--- src/rtl/op_add_pkg.sv ---
// Shared types for the op_add_pipe multi-lane adder/accumulator.
// Contents: operation codes, the per-lane combinational result record and
// a helper that tells which operations write the lane accumulator.
package op_add_pkg;

  // Beat operation code carried alongside the operands.
  typedef enum logic [1:0] {
    OP_ADD = 2'd0,  // a + b
    OP_SUB = 2'd1,  // a - b
    OP_ACC = 2'd2,  // acc + a, b ignored
    OP_CLR = 2'd3   // acc <- 0, result 0
  } op_e;

  // Widest lane the shared result record can carry; lanes narrower than
  // this zero-fill the upper value bits.
  localparam int unsigned LANE_W_MAX = 32;

  // One lane's combinational outcome, consumed at the S1->S2 transfer.
  typedef struct packed {
    logic [LANE_W_MAX-1:0] value;
    logic                  ov;
    logic                  uv;
  } lane_res_t;

  // Operations whose lane result is written back into the accumulator.
  // CLR produces a zero result, so writing it back clears the lane.
  function automatic logic op_uses_acc(input op_e op);
    return (op == OP_ACC) || (op == OP_CLR);
  endfunction

endpackage

--- src/rtl/op_add_lane.sv ---
// One lane of op_add_pipe: combinational N+1-bit add/subtract, overflow and
// underflow detection, and optional clamping (enabled by OP_ADD_PIPE_SAT_EN).
// Ports: op_i (operation), a_i/b_i (operands), acc_i (current accumulator),
// res_o (value zero-extended to LANE_W_MAX, plus ov/uv flags). N <= LANE_W_MAX.
module op_add_lane
  import op_add_pkg::*;
#(
  parameter int N      = 8,
  parameter bit SIGNED = 1'b0
) (
  input  logic [1:0]   op_i,
  input  logic [N-1:0] a_i,
  input  logic [N-1:0] b_i,
  input  logic [N-1:0] acc_i,
  output lane_res_t    res_o
);

`ifdef OP_ADD_PIPE_SAT_EN
  localparam logic [N-1:0] MAX_V = SIGNED ? {1'b0, {(N-1){1'b1}}} : {N{1'b1}};
  localparam logic [N-1:0] MIN_V = SIGNED ? {1'b1, {(N-1){1'b0}}} : {N{1'b0}};
`endif

  op_e          op;
  logic [N-1:0] opnd_x;
  logic [N-1:0] opnd_y;
  logic         is_sub;
  logic [N:0]   raw;
  logic [N-1:0] val;
  logic         ov;
  logic         uv;

  assign op = op_e'(op_i);

  always_comb begin
    // ACC adds the incoming a to the accumulator; everything else uses a/b.
    opnd_x = (op == OP_ACC) ? acc_i : a_i;
    opnd_y = (op == OP_ACC) ? a_i   : b_i;
    is_sub = (op == OP_SUB);
    raw    = is_sub ? ({1'b0, opnd_x} - {1'b0, opnd_y})
                    : ({1'b0, opnd_x} + {1'b0, opnd_y});

    if (SIGNED) begin
      // Signed range violations show up as a result sign that cannot follow
      // from the operand signs.
      if (is_sub) begin
        ov = ~opnd_x[N-1] &  opnd_y[N-1] &  raw[N-1];
        uv =  opnd_x[N-1] & ~opnd_y[N-1] & ~raw[N-1];
      end else begin
        ov = ~opnd_x[N-1] & ~opnd_y[N-1] &  raw[N-1];
        uv =  opnd_x[N-1] &  opnd_y[N-1] & ~raw[N-1];
      end
    end else begin
      // Bit N is the carry on add and the borrow on subtract.
      ov = ~is_sub & raw[N];
      uv =  is_sub & raw[N];
    end

    val = raw[N-1:0];
`ifdef OP_ADD_PIPE_SAT_EN
    if (ov) begin
      val = MAX_V;
    end else if (uv) begin
      val = MIN_V;
    end
`endif

    if (op == OP_CLR) begin
      val = '0;
      ov  = 1'b0;
      uv  = 1'b0;
    end

    res_o          = '0;
    res_o.value[N-1:0] = val;
    res_o.ov       = ov;
    res_o.uv       = uv;
  end

endmodule

--- src/rtl/op_add_pipe.sv ---
// op_add_pipe: LANES-wide pipelined adder/accumulator, two register stages
// (S1 operands, S2 result/flags) with valid/ready on both sides.
// Ports: clk/rst (sync, active high); in_valid/in_ready/in_op/in_a/in_b;
// out_valid/out_ready/out_result/out_ov/out_uv; sticky_ov/sticky_uv with
// clr_sticky. Saturating results when OP_ADD_PIPE_SAT_EN is defined.
module op_add_pipe
  import op_add_pkg::*;
#(
  parameter int N      = 8,
  parameter int LANES  = 4,
  parameter bit SIGNED = 1'b0
) (
  input  logic               clk,
  input  logic               rst,
  input  logic               in_valid,
  output logic               in_ready,
  input  logic [1:0]         in_op,
  input  logic [LANES*N-1:0] in_a,
  input  logic [LANES*N-1:0] in_b,
  output logic               out_valid,
  input  logic               out_ready,
  output logic [LANES*N-1:0] out_result,
  output logic [LANES-1:0]   out_ov,
  output logic [LANES-1:0]   out_uv,
  output logic [LANES-1:0]   sticky_ov,
  output logic [LANES-1:0]   sticky_uv,
  input  logic               clr_sticky
);

  // Stage 1: captured beat.
  logic               s1_full_q, s1_full_d;
  logic [1:0]         s1_op_q,   s1_op_d;
  logic [LANES*N-1:0] s1_a_q,    s1_a_d;
  logic [LANES*N-1:0] s1_b_q,    s1_b_d;

  // Stage 2: result beat presented downstream.
  logic               s2_full_q, s2_full_d;
  logic [LANES*N-1:0] s2_res_q,  s2_res_d;
  logic [LANES-1:0]   s2_ov_q,   s2_ov_d;
  logic [LANES-1:0]   s2_uv_q,   s2_uv_d;

  // Per-lane accumulators and sticky status.
  logic [LANES*N-1:0] acc_q,       acc_d;
  logic [LANES-1:0]   sticky_ov_q, sticky_ov_d;
  logic [LANES-1:0]   sticky_uv_q, sticky_uv_d;

  // Handshake terms.
  logic s2_can_load;
  logic s2_load;
  logic s1_load;

  // Lane outputs.
  lane_res_t          lane_res [LANES];
  logic [LANES*N-1:0] lane_val;
  logic [LANES-1:0]   lane_ov;
  logic [LANES-1:0]   lane_uv;

  for (genvar g = 0; g < LANES; g++) begin : g_lane
    op_add_lane #(
      .N      (N),
      .SIGNED (SIGNED)
    ) u_lane (
      .op_i  (s1_op_q),
      .a_i   (s1_a_q[g*N +: N]),
      .b_i   (s1_b_q[g*N +: N]),
      .acc_i (acc_q[g*N +: N]),
      .res_o (lane_res[g])
    );

    assign lane_val[g*N +: N] = lane_res[g].value[N-1:0];
    assign lane_ov[g]         = lane_res[g].ov;
    assign lane_uv[g]         = lane_res[g].uv;
  end

  // in_ready depends only on stage occupancy, out_ready and rst, never on
  // in_valid, so upstream sees no combinational loop through this block.
  always_comb begin
    s2_can_load = !s2_full_q || out_ready;
    s2_load     = s1_full_q && s2_can_load;
    in_ready    = !rst && (!s1_full_q || s2_can_load);
    s1_load     = in_valid && in_ready;
  end

  always_comb begin
    s1_full_d = s1_full_q;
    s1_op_d   = s1_op_q;
    s1_a_d    = s1_a_q;
    s1_b_d    = s1_b_q;
    if (s1_load) begin
      s1_full_d = 1'b1;
      s1_op_d   = in_op;
      s1_a_d    = in_a;
      s1_b_d    = in_b;
    end else if (s2_load) begin
      s1_full_d = 1'b0;
    end
  end

  always_comb begin
    s2_full_d = s2_full_q;
    s2_res_d  = s2_res_q;
    s2_ov_d   = s2_ov_q;
    s2_uv_d   = s2_uv_q;
    if (s2_load) begin
      s2_full_d = 1'b1;
      s2_res_d  = lane_val;
      s2_ov_d   = lane_ov;
      s2_uv_d   = lane_uv;
    end else if (out_ready) begin
      s2_full_d = 1'b0;
    end
  end

  // The accumulator is written on the same edge its result moves into S2,
  // so a following ACC beat sitting in S1 already reads the updated value.
  always_comb begin
    acc_d = acc_q;
    if (s2_load && op_uses_acc(op_e'(s1_op_q))) begin
      acc_d = lane_val;
    end
  end

  // A flagged load in the same cycle as clr_sticky leaves the flag set.
  always_comb begin
    sticky_ov_d = (clr_sticky ? '0 : sticky_ov_q) | (s2_load ? lane_ov : '0);
    sticky_uv_d = (clr_sticky ? '0 : sticky_uv_q) | (s2_load ? lane_uv : '0);
  end

  always_ff @(posedge clk) begin
    if (rst) begin
      s1_full_q   <= 1'b0;
      s1_op_q     <= '0;
      s1_a_q      <= '0;
      s1_b_q      <= '0;
      s2_full_q   <= 1'b0;
      s2_res_q    <= '0;
      s2_ov_q     <= '0;
      s2_uv_q     <= '0;
      acc_q       <= '0;
      sticky_ov_q <= '0;
      sticky_uv_q <= '0;
    end else begin
      s1_full_q   <= s1_full_d;
      s1_op_q     <= s1_op_d;
      s1_a_q      <= s1_a_d;
      s1_b_q      <= s1_b_d;
      s2_full_q   <= s2_full_d;
      s2_res_q    <= s2_res_d;
      s2_ov_q     <= s2_ov_d;
      s2_uv_q     <= s2_uv_d;
      acc_q       <= acc_d;
      sticky_ov_q <= sticky_ov_d;
      sticky_uv_q <= sticky_uv_d;
    end
  end

  assign out_valid  = s2_full_q;
  assign out_result = s2_res_q;
  assign out_ov     = s2_ov_q;
  assign out_uv     = s2_uv_q;
  assign sticky_ov  = sticky_ov_q;
  assign sticky_uv  = sticky_uv_q;

endmodule

--- config.mk ---
export PLATFORM = sky130hd
export DESIGN_NAME = op_add_pipe
export DESIGN_NICKNAME = d
export VERILOG_FILES = /design/src/rtl/op_add_pkg.sv /design/src/rtl/op_add_lane.sv /design/src/rtl/op_add_pipe.sv
export SDC_FILE = /design/constraint.sdc
export NUM_CORES = 1
export LEC_CHECK = 0
export ABC_AREA = 1
export BUFFER_PORTS_ARGS = -buffer_cell sky130_fd_sc_hd__buf_2
export CAP_MARGIN = 20
export CELL_PAD_IN_SITES_DETAIL_PLACEMENT = 0
export CELL_PAD_IN_SITES_GLOBAL_PLACEMENT = 2
export CORE_MARGIN = 4
export CORE_UTILIZATION = 34
export CTS_CLUSTER_SIZE = 10
export DETAILED_ROUTE_END_ITERATION = 8
export HOLD_SLACK_MARGIN = 0.02
export MAX_ROUTING_LAYER = met4
export PLACE_DENSITY = 0.85
export RECOVER_POWER = 100
export SETUP_SLACK_MARGIN = 0.05
export SYNTH_ARGS = -nofsm -noshare
export SYNTH_HDL_FRONTEND = slang
export SYNTH_HIERARCHICAL = 1
export SYNTH_SLANG_ARGS = --single-unit
--- constraint.sdc ---
create_clock -name clk -period 4.4 [get_ports clk]
set_input_delay 1.32 -clock clk [delete_from_list [all_inputs] [get_ports clk]]
set_output_delay 1.32 -clock clk [all_outputs]
set_load 0.1 [all_outputs]
==> flow_metrics.tcl <==
set metrics [dict create \
    numCtsBuffers 17 \
    power_density_nw_per_um2 436 \
    cts.clk_slew.worst_paths_ns 0.07 \
    crit_fanout 42 \
    dr.pass1.iters 4 \
    drtIter0Drc 508 \
    ys_warn_count 6 \
    clock_path_buffers 2 \
    timing.fmax_mhz 258 \
    synthesis.nets 1723 \
    fin_crit_ns 3.87 \
    skew_ns 0.0113 \
    ctsHoldBuffers 0 \
    port_buffers 120 \
    grt_pass1_vias 9165 \
    io_pins 121 \
    ant_nets 0 \
    drive_above_1_share 0.0923 \
    insertion_delay_ns 0.43 \
    leakage_nw 5.83 \
    worstSetupPathType "input port to flip-flop" \
    viasPerCell 4.64 \
    arrival_ns 4.24 \
    coreArea_um2 28700 \
    grt_max_degree 90 \
    die_area_um2 31800 \
    die_w_um 178 \
    most-common-layout-cells "nand2_1, inv_1, nor2_1" \
    drv_slew 128 \
    track_usage 0.194 \
    tightest_slew_ns 2.37 \
    layout_commonest_cell "nand2_1" \
    post-cts-setup-buffers 0 \
    wl_per_cell_um 14.3 \
    syn_area_um2 9870 \
    fin_crit_sh 0.881 \
    antenna_found_initial 0 \
    fp.dieH_um 178 \
    cts_tree "yes" \
    cp-start-kind "input port" \
    hp-class "flip-flop to flip-flop" \
    dp_hpwl_mm 20.9 \
    grt_pass1_wl_mm 48.0 \
    hold_viol 0 \
    wl_mm 29.7 \
    slew_headroom -0.582 \
    gp_congestion 0.870 \
    vias 9618 \
    setup_tns_ns 0 \
    antenna_cells 0 \
    drc 0 \
    syn_inst 1612 \
    grt.overflow.total 0 \
    syn_avg_cell_area_um2 6.12 \
    cp.required_ns 4.76 \
    violations "capacitance limit, slew limit" \
    rsz0062_at_grt "false" \
    ir_drop_mv 0.333 \
    htree_num_levels 4 \
    num_rows 62 \
    status "complete, but fails checks" \
    ctsResizeCount 0 \
    cp-end-kind "flip-flop" \
    numClockSinks 148 \
    area_growth_pct 12.2 \
    fin_nets 1788 \
    setup-violations-final 0 \
    cap_violations 2 \
    worst_hold_slack_ns 0.464 \
    fin_util 0.386 \
    cts_root_buf "clkbuf_16" \
    initial_core_util 0.344 \
]
## power by group
group	switching [mW]	internal, mW
registers	0.0674	1.44
logic	1.29	0.548
clock network	0.686	0.810
total	2.04	2.79
## critical path, stage by stage
cell and delay (ns):
clkbuf_1 0.09, inv_2 0.04, nand2_1 0.07, clkbuf_1 1.68, nand3_1 0.24, clkbuf_2 0.47, nand2_1 0.14, inv_1 0.04
nor2_1 0.10
## flip-flops by register name (all words and copies together), names as in the netlist
register    cells
out_uv          4
s1_b_q         32
out_result     32
acc_q          32
s1_full_q       1
sticky_ov       4
sticky_uv       4
s1_op_q         2
out_ov          4
s1_a_q         32
out_valid       1
## path summary, 6_finish.rpt
check	startpoint	cells past startpoint	end	slack, ns
setup / recovery	out_ready	9	acc_q[19]	0.53
hold / removal	out_ov[2]	2	out_ov[2]	0.46
setup reg to reg	s1_op_q[0]	19	out_ov[2]	0.78
hold reg to reg	out_ov[2]	2	out_ov[2]	0.46
## final cells by class
cell class,count,area (um^2)
repair buffers,138,654
inverters,292,1100
clock buffers,17,425
well taps,384,480
flip-flops and latches,148,2960
clock inverters,15,161
multi-input cells,1080,5290
fillers,3253,17600
## metrics by stage
step / instance area, um^2 / instances / worst slack, ns / power [mW]
after floorplan: 9870 / 1612 / 0.624 / 3.01
after global placement: 10600 / 2042 / 1.01 / 3.38
after detailed placement: 10600 / 2042 / 0.945 / 3.38
after CTS: 11200 / 2074 / 0.902 / 4.91
after global routing: 11100 / 2074 / 0.286 / 5.21
final: 11100 / 2074 / 0.526 / 4.83
## routing by layer
metal / global-route usage / vias up / routed length (um)
li1: - / 5122 / -
met1: 0.248 / 4346 / 14300
met2: 0.330 / 129 / 14200
met3: 0.0271 / 21 / 793
met4: 0.0409 / 0 / 366
met5: - / - / 0
(Power assumes the default switching activity.)
